### src/rtl/ca_seq_pkg.sv
// ---------------------------------------------------------------------------
// ca_seq_pkg
// Shared types and default sizes for the cell-array sequencer.
//   ca_seq_state_t : sequencer FSM state encoding
//   CA_ROWS/CA_COLS: default array geometry (16x16)
//   ca_row_t       : one configuration / result row word
// ---------------------------------------------------------------------------
package ca_seq_pkg;

    localparam int CA_ROWS = 16;
    localparam int CA_COLS = 16;

    typedef logic [CA_COLS-1:0] ca_row_t;

    typedef enum logic [2:0] {
        IDLE    = 3'd0,
        LOAD    = 3'd1,
        SETTLE  = 3'd2,
        CAPTURE = 3'd3,
        DONE    = 3'd4
    } ca_seq_state_t;

endpackage

### src/rtl/ca_cfg_regfile.sv
// ---------------------------------------------------------------------------
// ca_cfg_regfile
// ROWS x COLS configuration register bank for the cell array. One row is
// written per cycle when i_we is high; all rows are presented flat on o_cfg.
// Ports:
//   i_clk   : clock, rising edge
//   i_rst   : asynchronous active-high reset, clears every row
//   i_we    : row write enable
//   i_addr  : row index to write
//   i_data  : row word
//   o_cfg   : flat config, row r at bits [r*COLS +: COLS]
// ---------------------------------------------------------------------------
module ca_cfg_regfile #(
    parameter  int ROWS = 16,
    parameter  int COLS = 16,
    localparam int AW   = (ROWS > 1) ? $clog2(ROWS) : 1
) (
    input  logic                 i_clk,
    input  logic                 i_rst,
    input  logic                 i_we,
    input  logic [AW-1:0]        i_addr,
    input  logic [COLS-1:0]      i_data,
    output logic [ROWS*COLS-1:0] o_cfg
);

    logic [ROWS*COLS-1:0] r_cfg;

    always_ff @(posedge i_clk or posedge i_rst) begin
        if (i_rst) begin
            r_cfg <= '0;
        end else begin
            for (int r = 0; r < ROWS; r++) begin
                if (i_we && (i_addr == AW'(r))) begin
                    r_cfg[r*COLS +: COLS] <= i_data;
                end
            end
        end
    end

    assign o_cfg = r_cfg;

endmodule

### src/rtl/ca_array_sequencer.sv
// ---------------------------------------------------------------------------
// ca_array_sequencer
// Loads the cell array configuration row by row from a valid/ready stream,
// enables evaluation for SETTLE_CYCLES cycles, captures one output row and
// returns it on a valid/ready result port.
//
// Handshakes: a transfer happens on a rising edge where valid and ready are
// both high; the producer holds valid/data stable until that edge, and ready
// never depends combinationally on valid.
//
// Optional feature: define SEQ_LOAD_TIMEOUT_EN to abandon LOAD after
// TIMEOUT_CYCLES consecutive cycles without an accepted beat (err pulses).
//
// Ports:
//   FPGA_CLK_50  : clock, rising edge
//   RESET        : asynchronous active-high reset
//   start        : begin a sequence (honoured in IDLE only)
//   abort        : return to IDLE next cycle from any state
//   cfg_data/cfg_valid/cfg_ready : configuration row stream
//   array_cfg    : held configuration, row r at [r*COLS +: COLS]
//   array_en     : array evaluation enable
//   array_out    : array output row
//   result/result_valid/result_ready : captured row stream
//   busy         : high whenever not IDLE
//   err          : one-cycle timeout pulse (0 without the optional feature)
//   dbg_state    : current FSM state
// ---------------------------------------------------------------------------
module ca_array_sequencer
    import ca_seq_pkg::*;
#(
    parameter int ROWS           = CA_ROWS,
    parameter int COLS           = CA_COLS,
    parameter int SETTLE_CYCLES  = 8,
    parameter int TIMEOUT_CYCLES = 1024
) (
    input  logic                 FPGA_CLK_50,
    input  logic                 RESET,
    input  logic                 start,
    input  logic                 abort,
    input  logic [COLS-1:0]      cfg_data,
    input  logic                 cfg_valid,
    output logic                 cfg_ready,
    output logic [ROWS*COLS-1:0] array_cfg,
    output logic                 array_en,
    input  logic [COLS-1:0]      array_out,
    output logic [COLS-1:0]      result,
    output logic                 result_valid,
    input  logic                 result_ready,
    output logic                 busy,
    output logic                 err,
    output ca_seq_state_t        dbg_state
);

    localparam int AW = (ROWS > 1) ? $clog2(ROWS) : 1;
    localparam int SW = $clog2(SETTLE_CYCLES + 1);
    localparam int TW = (TIMEOUT_CYCLES > 1) ? $clog2(TIMEOUT_CYCLES) : 1;

    typedef logic [AW-1:0] row_idx_t;
    typedef logic [SW-1:0] settle_t;
    typedef logic [TW-1:0] stall_t;

    localparam row_idx_t LAST_ROW    = row_idx_t'(ROWS - 1);
    localparam settle_t  LAST_SETTLE = settle_t'(SETTLE_CYCLES - 1);

    ca_seq_state_t   r_state;
    row_idx_t        r_row_cnt;
    settle_t         r_settle_cnt;
    logic            r_cfg_ready;
    logic            r_array_en;
    logic            r_result_valid;
    logic            r_busy;
    logic [COLS-1:0] r_result;
    logic            w_beat;

`ifdef SEQ_LOAD_TIMEOUT_EN
    localparam stall_t LAST_STALL = stall_t'(TIMEOUT_CYCLES - 1);
    stall_t r_stall_cnt;
    logic   r_err;
`endif

    // abort outranks the config handshake, so an aborted beat is not written.
    assign w_beat = (r_state == LOAD) && r_cfg_ready && cfg_valid && !abort;

    ca_cfg_regfile #(
        .ROWS (ROWS),
        .COLS (COLS)
    ) u_cfg_regfile (
        .i_clk  (FPGA_CLK_50),
        .i_rst  (RESET),
        .i_we   (w_beat),
        .i_addr (r_row_cnt),
        .i_data (cfg_data),
        .o_cfg  (array_cfg)
    );

    always_ff @(posedge FPGA_CLK_50 or posedge RESET) begin
        if (RESET) begin
            r_state        <= IDLE;
            r_row_cnt      <= '0;
            r_settle_cnt   <= '0;
            r_cfg_ready    <= 1'b0;
            r_array_en     <= 1'b0;
            r_result_valid <= 1'b0;
            r_busy         <= 1'b0;
            r_result       <= '0;
`ifdef SEQ_LOAD_TIMEOUT_EN
            r_stall_cnt    <= '0;
            r_err          <= 1'b0;
`endif
        end else begin
`ifdef SEQ_LOAD_TIMEOUT_EN
            r_err <= 1'b0;
`endif
            if (abort) begin
                r_state        <= IDLE;
                r_cfg_ready    <= 1'b0;
                r_array_en     <= 1'b0;
                r_result_valid <= 1'b0;
                r_busy         <= 1'b0;
            end else begin
                case (r_state)
                    IDLE: begin
                        if (start) begin
                            r_state     <= LOAD;
                            r_row_cnt   <= '0;
                            r_cfg_ready <= 1'b1;
                            r_busy      <= 1'b1;
`ifdef SEQ_LOAD_TIMEOUT_EN
                            r_stall_cnt <= '0;
`endif
                        end
                    end
                    LOAD: begin
                        if (w_beat) begin
                            r_row_cnt <= r_row_cnt + 1'b1;
`ifdef SEQ_LOAD_TIMEOUT_EN
                            r_stall_cnt <= '0;
`endif
                            if (r_row_cnt == LAST_ROW) begin
                                r_state      <= SETTLE;
                                r_settle_cnt <= '0;
                                r_cfg_ready  <= 1'b0;
                                r_array_en   <= 1'b1;
                            end
                        end
`ifdef SEQ_LOAD_TIMEOUT_EN
                        else if (r_stall_cnt == LAST_STALL) begin
                            r_err       <= 1'b1;
                            r_state     <= IDLE;
                            r_cfg_ready <= 1'b0;
                            r_busy      <= 1'b0;
                        end else begin
                            r_stall_cnt <= r_stall_cnt + 1'b1;
                        end
`endif
                    end
                    SETTLE: begin
                        r_settle_cnt <= r_settle_cnt + 1'b1;
                        if (r_settle_cnt == LAST_SETTLE) begin
                            r_state    <= CAPTURE;
                            r_array_en <= 1'b0;
                        end
                    end
                    CAPTURE: begin
                        r_result       <= array_out;
                        r_result_valid <= 1'b1;
                        r_state        <= DONE;
                    end
                    DONE: begin
                        if (result_ready) begin
                            r_state        <= IDLE;
                            r_result_valid <= 1'b0;
                            r_busy         <= 1'b0;
                        end
                    end
                    default: begin
                        r_state        <= IDLE;
                        r_cfg_ready    <= 1'b0;
                        r_array_en     <= 1'b0;
                        r_result_valid <= 1'b0;
                        r_busy         <= 1'b0;
                    end
                endcase
            end
        end
    end

    assign cfg_ready    = r_cfg_ready;
    assign array_en     = r_array_en;
    assign result       = r_result;
    assign result_valid = r_result_valid;
    assign busy         = r_busy;
    assign dbg_state    = r_state;

`ifdef SEQ_LOAD_TIMEOUT_EN
    assign err = r_err;
`else
    assign err = 1'b0;
`endif

endmodule
### config.mk
export PLATFORM = sky130hd
export DESIGN_NAME = ca_array_sequencer
export DESIGN_NICKNAME = d
export VERILOG_FILES = /design/src/rtl/ca_seq_pkg.sv /design/src/rtl/ca_cfg_regfile.sv /design/src/rtl/ca_array_sequencer.sv
export SDC_FILE = /design/constraint.sdc
export NUM_CORES = 1
export LEC_CHECK = 0
export CAP_MARGIN = 5
export CORE_ASPECT_RATIO = 0.9
export CORE_MARGIN = 1.5
export CORE_UTILIZATION = 48
export CTS_CLUSTER_DIAMETER = 50
export CTS_CLUSTER_SIZE = 12
export DETAILED_ROUTE_END_ITERATION = 6
export GPL_ROUTABILITY_DRIVEN = 0
export PLACE_DENSITY_LB_ADDON = 0.05
export SLEW_MARGIN = 30
export SYNTH_ARGS = -nofsm -noshare
export SYNTH_HDL_FRONTEND = slang
export SYNTH_SLANG_ARGS = --single-unit
### constraint.sdc
create_clock -name FPGA_CLK_50 -period 12.8 [get_ports FPGA_CLK_50]
set_input_delay 2.56 -clock FPGA_CLK_50 [delete_from_list [all_inputs] [get_ports FPGA_CLK_50]]
set_output_delay 2.56 -clock FPGA_CLK_50 [all_outputs]
set_load 0.005 [all_outputs]
==> out/metrics.yaml, run 1 <==
die_h_um: 151
postCtsSetupRepairBufs: 0
worstSetupPathType: "in2reg"
hold_path_class: "reg2reg"
cp-start-kind: "input pin"
critPathRequiredTime_ns: 13.21
ys_types: 40
relSlewSlack_pct: 44.1
synthTopCellsByCount: "dfrtp_1 (287), mux2_2 (192), mux2_4 (50)"
core_area_sq_um: 23600
path_clk_slew_ns: 0.06
first_pass_iters: 4
cts_tree: "done"
routed_wl_um: 28600
port_buffers: 316
synth_fa_ha_area_share_pct: 0.537
synth_nets: 751
netlist.area_leader.share_pct: 61.6
ios: 318
max_stage_delay_ns: 0.65
status: "complete, no violations"
rsz0062_at_grt: "no"
grt_first_pass_wirelength_um: 43800
syn_to_final_growth_pct: 35.1
dp_hpwl_um: 19800
worstPathCellList: "clkdlybuf4s50_1 > nor3_4 > buf_4 > nand4_4 > mux2_4"
dp.cells: 1284
n_antenna_cell: 0
synthXorXnorAreaFrac_pct: 0
post_synth_instance_area_sq_um: 11700
finalPower_w: 0.00183
stdcell_count: 1322
path_max_fanout: 20
grt_overflow: 0
ys_ff_latch: 287
fp.dieW_um: 167
powerDensity_nw_per_um2: 116
synth_edf_count: 0
clock-root-buffer: "clkbuf_16"
avgSynthCellArea_sq_um: 16.5
post_cts_resized: 0
num-fill-cells: 1758
cap_violations: 0
period_needed_ns: 4.40
synth_compound_area_share_pct: 1.65
fin_crit_sh_pct: 34.4
crit_family: "buffers and inverters"
grt_pass1_vias: 7113
synth_top_cell_by_area: "dfrtp_1"
clock_skew_ns: 0.0163
clockBufferDepth: 3
ant_nets: 0
dieArea_sq_um: 25200
grt_antenna_before_repair: 0
holdBufCountCts: 0
slew_viol_final: 0
clock_latency_ns: 0.54
multi_input_comb_area_sq_um: 4120
total_leakage_power_nw: 7.65
viasPerCell: 5.29
worstMarginPinSlew_ns: 0.838
clock_sinks: 287
first_iter_violations: 397
fin_area_sq_um: 15700
setup_tns_ns: 0
yosysMostFrequentCell: "dfrtp_1"
worst_ep_arrival_time_ns: 4.81
ir_drop_v: 0.0000860
max_freq_mhz: 227
ys.flop_type: "dfrtp_1"
drive_above_1_share_pct: 29.7
drc: 0
fin_nets: 1056
fin_util_pct: 66.7
yosysWarnings: 0
finalHoldViolations: 0
crit_buf_inv: 2
initial_core_util_pct: 49.4
h-tree-depth: 1
synth_area_leaders: "dfrtp_1 (62%), mux2_2 (19%), mux2_4 (6.4%)"
globalRouteTotalUtil_pct: 22.7
vias: 6996
wl_per_cell_um: 21.6
numCtsBuffers: 29
rows: 53
synthArstFlopShare_pct: 100
placed_area_sq_um: 14900
grt_max_degree: 128
synth_top_family_by_area: "multiplexers"
synth.area.mux_share_pct: 28.2
end_kind: "register"
cpMaxStageDelayCell: "clkdlybuf4s50_1"
synth-simple-area-share_pct: 4.90
setup_viol: 0
seqCellArea_sq_um: 7180
syn_inst: 708
yosysSeqAreaShare_pct: 61.6
-- state kept, by name, indices dropped and copies added (netlist names) --
register	cells
r_settle_cnt	4
r_row_cnt	4
u_cfg_regfile.o_cfg	256
array_en	1
cfg_ready	1
result_valid	1
dbg_state	3
result	16
busy	1
-- per-layer routing --
| layer | vias to the layer above | wire length (um) | GRT usage [%] |
|---|---|---|---|
| met5 | - | 0 | 0 |
| met4 | 0 | 614 | 6.04 |
| met3 | 41 | 1780 | 5.51 |
| met2 | 196 | 13500 | 36.8 |
| met1 | 3635 | 12700 | 31.0 |
| li1 | 3124 | - | - |
-- area by class of cell --
| class | count | area share [%] |
|---|---|---|
| sequential | 287 | 45.6 |
| multi-input combinational | 366 | 26.2 |
| timing repair buffer | 322 | 20.4 |
| clock buffer | 33 | 4.83 |
| tap | 302 | 2.40 |
| clock inverter | 5 | 0.342 |
| inverter | 7 | 0.246 |
-- logic make-up (layout without fill, tap and decap cells) --
kind of cell             Yosys count  after routing
flip-flops                       287            287
multiplexers                     275            275
AND/OR/NAND/NOR                   56             56
buffers and inverters             55            367
AO/OA/AOI/OAI                     29             29
adder cells (fa/ha/maj)            5              5
other                              1              1
-- stage by stage --
| stage | worst slack (ns) | hold slack [ns] |
|---|---|---|
| final | 8.40 | 0.485 |
| after global routing | 8.31 | 0.509 |
| after CTS | 8.41 | 0.487 |
| after detailed placement | 7.89 | 0.474 |
| after global placement | 7.93 | 0.467 |
| after floorplan | 2.32 | 0.478 |
-- layout by cell type, fill, tap and decap left out, types with 2 or more instances in the layout --
cell / Yosys / final
a21o_1: 2 / 2
o21ai_0: 6 / 6
nor2_1: 4 / 4
clkinv_2: 0 / 3
and2_1: 2 / 2
mux2_1: 30 / 30
nand4_4: 15 / 15
mux2i_1: 3 / 3
mux2_2: 192 / 192
nand2_1: 7 / 7
clkbuf_8: 0 / 2
a21oi_1: 7 / 7
and3_1: 5 / 5
clkdlybuf4s50_1: 0 / 316
ha_1: 5 / 5
mux2_4: 50 / 50
nand4b_1: 2 / 2
clkbuf_16: 0 / 29
o21bai_1: 2 / 2
nor2b_1: 7 / 7
o211ai_1: 6 / 6
clkbuf_1: 19 / 2
nor3_1: 2 / 2
dfrtp_1: 287 / 287
nand3_1: 4 / 4
inv_1: 7 / 6
buf_4: 2 / 6
-- path summary, 6_finish.rpt --
path | from | endpoint | slack, ns | cells past startpoint
min in group asynchronous | RESET | u_cfg_regfile.o_cfg[81] | 2.54 | 2
setup / recovery | abort | u_cfg_regfile.o_cfg[132] | 8.40 | 5
hold reg to reg | u_cfg_regfile.o_cfg[245] | u_cfg_regfile.o_cfg[245] | 0.49 | 1
max in group asynchronous | RESET | u_cfg_regfile.o_cfg[122] | 8.95 | 3
hold / removal | u_cfg_regfile.o_cfg[245] | u_cfg_regfile.o_cfg[245] | 0.49 | 1
setup reg to reg | dbg_state[0] | u_cfg_regfile.o_cfg[132] | 10.44 | 4
-- report_power, final --
group          total, W  switching, W  internal (W)
registers      0.000939     0.0000116      0.000928
logic          0.000126     0.0000633     0.0000625
clock network  0.000764      0.000329      0.000435
(Power assumes the default switching activity.)
==> inputs of run 2 (changes only) <==
CORE_UTILIZATION = 44   (was 48)
clock period = 3.74 ns   (was 12.8 ns; I/O delays follow)
==> run 2 against run 1 <==
First-iteration DRC count is 26% lower. Clock power grew to 4.3 times the previous value. Critical path type unchanged. Clock skew fell by 0.0048 ns. Critical endpoint is now u_cfg_regfile.o_cfg[82]. Via count is 0.51% higher. Utilization fell by 4.5 points. Sequential share of layout area fell by 1.3 points. Largest cell class unchanged. Count of clock-buffer cells in the layout rose by 14. Sequential power rose to 3.4 times the previous value. Largest power group is now clock.
==> out/metrics.yaml, run 2 (synthesis results as in run 1) <==
fin_ws_ns: 1.13  # was 8.40 ns
clock-root-buffer: "clkbuf_16"  # unchanged
grt_max_degree: 62  # was 128
die_h_um: 157  # was 151 um
viasPerCell: 5.04  # was 5.29
final_cell_mix: "clkdlybuf4s50_1 (316), dfrtp_1 (287), mux2_2 (192), mux2_4 (50), clkbuf_16 (37)"  # was clkdlybuf4s50_1 (316), dfrtp_1 (287), mux2_2 (192), mux2_4 (50), mux2_1 (30)
port_buffers: 316  # unchanged
initial_core_util_pct: 44.7  # was 49.4%
layout_commonest_cell: "clkdlybuf4s50_1"  # unchanged
worstSetupPathType: "in2reg"  # unchanged
drive_above_1_share_pct: 31.3  # was 29.7%
dieArea_sq_um: 27500  # was 25,200 sq um
stdcell_count: 1395  # was 1,322
max_stage_delay_ns: 0.65  # about the same
r2r_setup_slack_ns: 1.37  # was 10.44 ns
grt_first_pass_wirelength_um: 44800  # was 43,800 um
first_iter_violations: 292  # was 397
grt_antenna_before_repair: 0  # unchanged
power.switching_w: 0.00152  # was 0.000404 W
ios: 318  # unchanged
post_cts_resized: 0  # unchanged
clock_skew_ns: 0.0115  # was 0.0163 ns
fin_crit_sh_pct: 69.8
wl_per_cell_um: 20.9  # was 21.6 um
largest_register_ffs: 256  # unchanged
max_freq_mhz: 383
rows: 56  # was 53
timing.rr.end: "u_cfg_regfile.o_cfg[82]"  # was u_cfg_regfile.o_cfg[132]
grt_util_met2_pct: 34.9  # was 36.8%
globalRouteTotalUtil_pct: 21.5  # was 22.7%
rr_worst_depth: 4  # unchanged
fin_nets: 1068  # was 1,056
path_max_fanout: 20  # unchanged
worstPathCellList: "clkdlybuf4s50_1 > nor3_4 > buf_4 > nand4_4 > mux2_4"  # unchanged
path_clk_slew_ns: 0.06  # about the same
grt_pass1_vias: 7156  # was 7,113
n_antenna_cell: 0  # unchanged
end_kind: "register"  # unchanged
cp-start-kind: "input pin"  # unchanged
critPathRequiredTime_ns: 4.12  # was 13.21 ns
min_from: "u_cfg_regfile.o_cfg[242]"  # was u_cfg_regfile.o_cfg[245]
worstMarginPinSlew_ns: 0.826  # was 0.838 ns
crit_buf_inv: 2  # unchanged
rsz0062_at_grt: "no"  # unchanged
internal_power_w: 0.00546  # was 0.00143 W
routed_wl_um: 29200  # was 28,600 um
postCtsSetupRepairBufs: 0  # unchanged
holdPathStages: 1  # unchanged
p_seq_share_pct: 46.1  # was 51.4%
r2r-start: "dbg_state[0]"  # unchanged
powerDensity_nw_per_um2: 430  # was 116 nW/um^2
ant_nets: 0  # unchanged
period_needed_ns: 2.61
slew_viol_final: 0  # unchanged
total_leakage_power_nw: 7.86  # was 7.65 nW
multi_input_comb_area_sq_um: 4120  # unchanged
grt_overflow: 0  # unchanged
power_frac_clock_pct: 47.6  # was 41.8%
setup_viol: 0  # unchanged
hold_path_class: "reg2reg"  # unchanged
status: "complete, no violations"  # unchanged
clock_sinks: 287  # unchanged
relSlewSlack_pct: 44.9  # was 44.1%
dp.cells: 1336  # was 1,284
pwr-share-comb_pct: 6.2  # was 6.9%
clock_latency_ns: 0.49  # was 0.54 ns
cap_violations: 0  # unchanged
num-fill-cells: 2050  # was 1,758
h-tree-depth: 2  # was 1
grt.met3_usage_pct: 5.63  # was 5.51%
ir_drop_v: 0.000314  # was 0.0000860 V
finalHoldViolations: 0  # unchanged
vias: 7032  # was 6,996
hold_end: "u_cfg_regfile.o_cfg[242]"  # was u_cfg_regfile.o_cfg[245]
clockBufferDepth: 3  # unchanged
dp_hpwl_um: 20200  # was 19,800 um
syn_to_final_growth_pct: 39.1  # was 35.1%
drc: 0  # unchanged
fp.dieW_um: 175  # was 167 um
dp_worst_setup_slack_ns: 0.625  # was 7.89 ns
holdBufCountCts: 0  # unchanged
switching_share_pct: 21.7  # was 22.1%
first_pass_iters: 4  # unchanged
worst_ep_arrival_time_ns: 2.99  # was 4.81 ns
crit_family: "buffers and inverters"  # unchanged
numCtsBuffers: 35  # was 29
top_usage_layer: "met2"  # unchanged
seqCellArea_sq_um: 7180  # unchanged
cts_tree: "done"  # unchanged
cpMaxStageDelayCell: "clkdlybuf4s50_1"  # unchanged
core_area_sq_um: 26100  # was 23,600 sq um
fin_util_pct: 62.2  # was 66.7%
globalRouteMet1Util_pct: 28.5  # was 31.0%
run 2: worst max-delay path by stage:
stage,slack [ns],endpoint,start,depth (start not counted)
final,1.13,u_cfg_regfile.o_cfg[82],abort,5
after global routing,1.07,u_cfg_regfile.o_cfg[69],abort,5
after CTS,1.16,dbg_state[1],dbg_state[1],1
after detailed placement,0.63,u_cfg_regfile.o_cfg[85],abort,5
after global placement,0.64,u_cfg_regfile.o_cfg[83],abort,5
after floorplan,-0.81,array_en,RESET,1
run 2: power by group through the flow:
stage	Sequential (W)	Combinational, W	Clock, W
final	0.00322	0.000434	0.00332
after global routing	0.00322	0.000473	0.00355
after CTS	0.00322	0.000446	0.00341
after detailed placement	0.00327	0.000445	0
after global placement	0.00327	0.000442	0
after floorplan	0.00327	0.000173	0
run 2: area by class of cell:
class | count | share of cell area [%]
inverter | 7 | 0.185
tap | 348 | 2.69
clock inverter | 12 | 0.756
multi-input combinational | 366 | 25.4
sequential | 287 | 44.3
clock buffer | 47 | 6.31
timing repair buffer | 328 | 20.4
run 2: stage by stage:
| step | instance area [sq um] | total power (W) | hold WS, ns | setup TNS (ns) |
|---|---|---|---|---|
| finish | 16200 | 0.00697 | 0.484 | 0 |
| global route | 16200 | 0.00725 | 0.498 | 0 |
| CTS | 16200 | 0.00707 | 0.486 | 0 |
| detailed placement | 15100 | 0.00372 | 0.474 | 0 |
| global placement | 15100 | 0.00371 | 0.467 | 0 |
| floorplan | 11700 | 0.00345 | 0.478 | -233.40 |
run 2: worst reg2reg max path, delay by kind of cell, from the launching register on:
family                 cells  cell delay (ns)
AND/OR/NAND/NOR            2             0.75
buffers and inverters      1             0.38
multiplexers               1             0.46
flip-flops                 1             0.65
run 2: layer usage:
layer  vias up  share of wire [%]
met2       207                 48
met1      3624                 44
li1       3166                  -
met3        35                6.2
met4         0                2.0
met5         -                  0
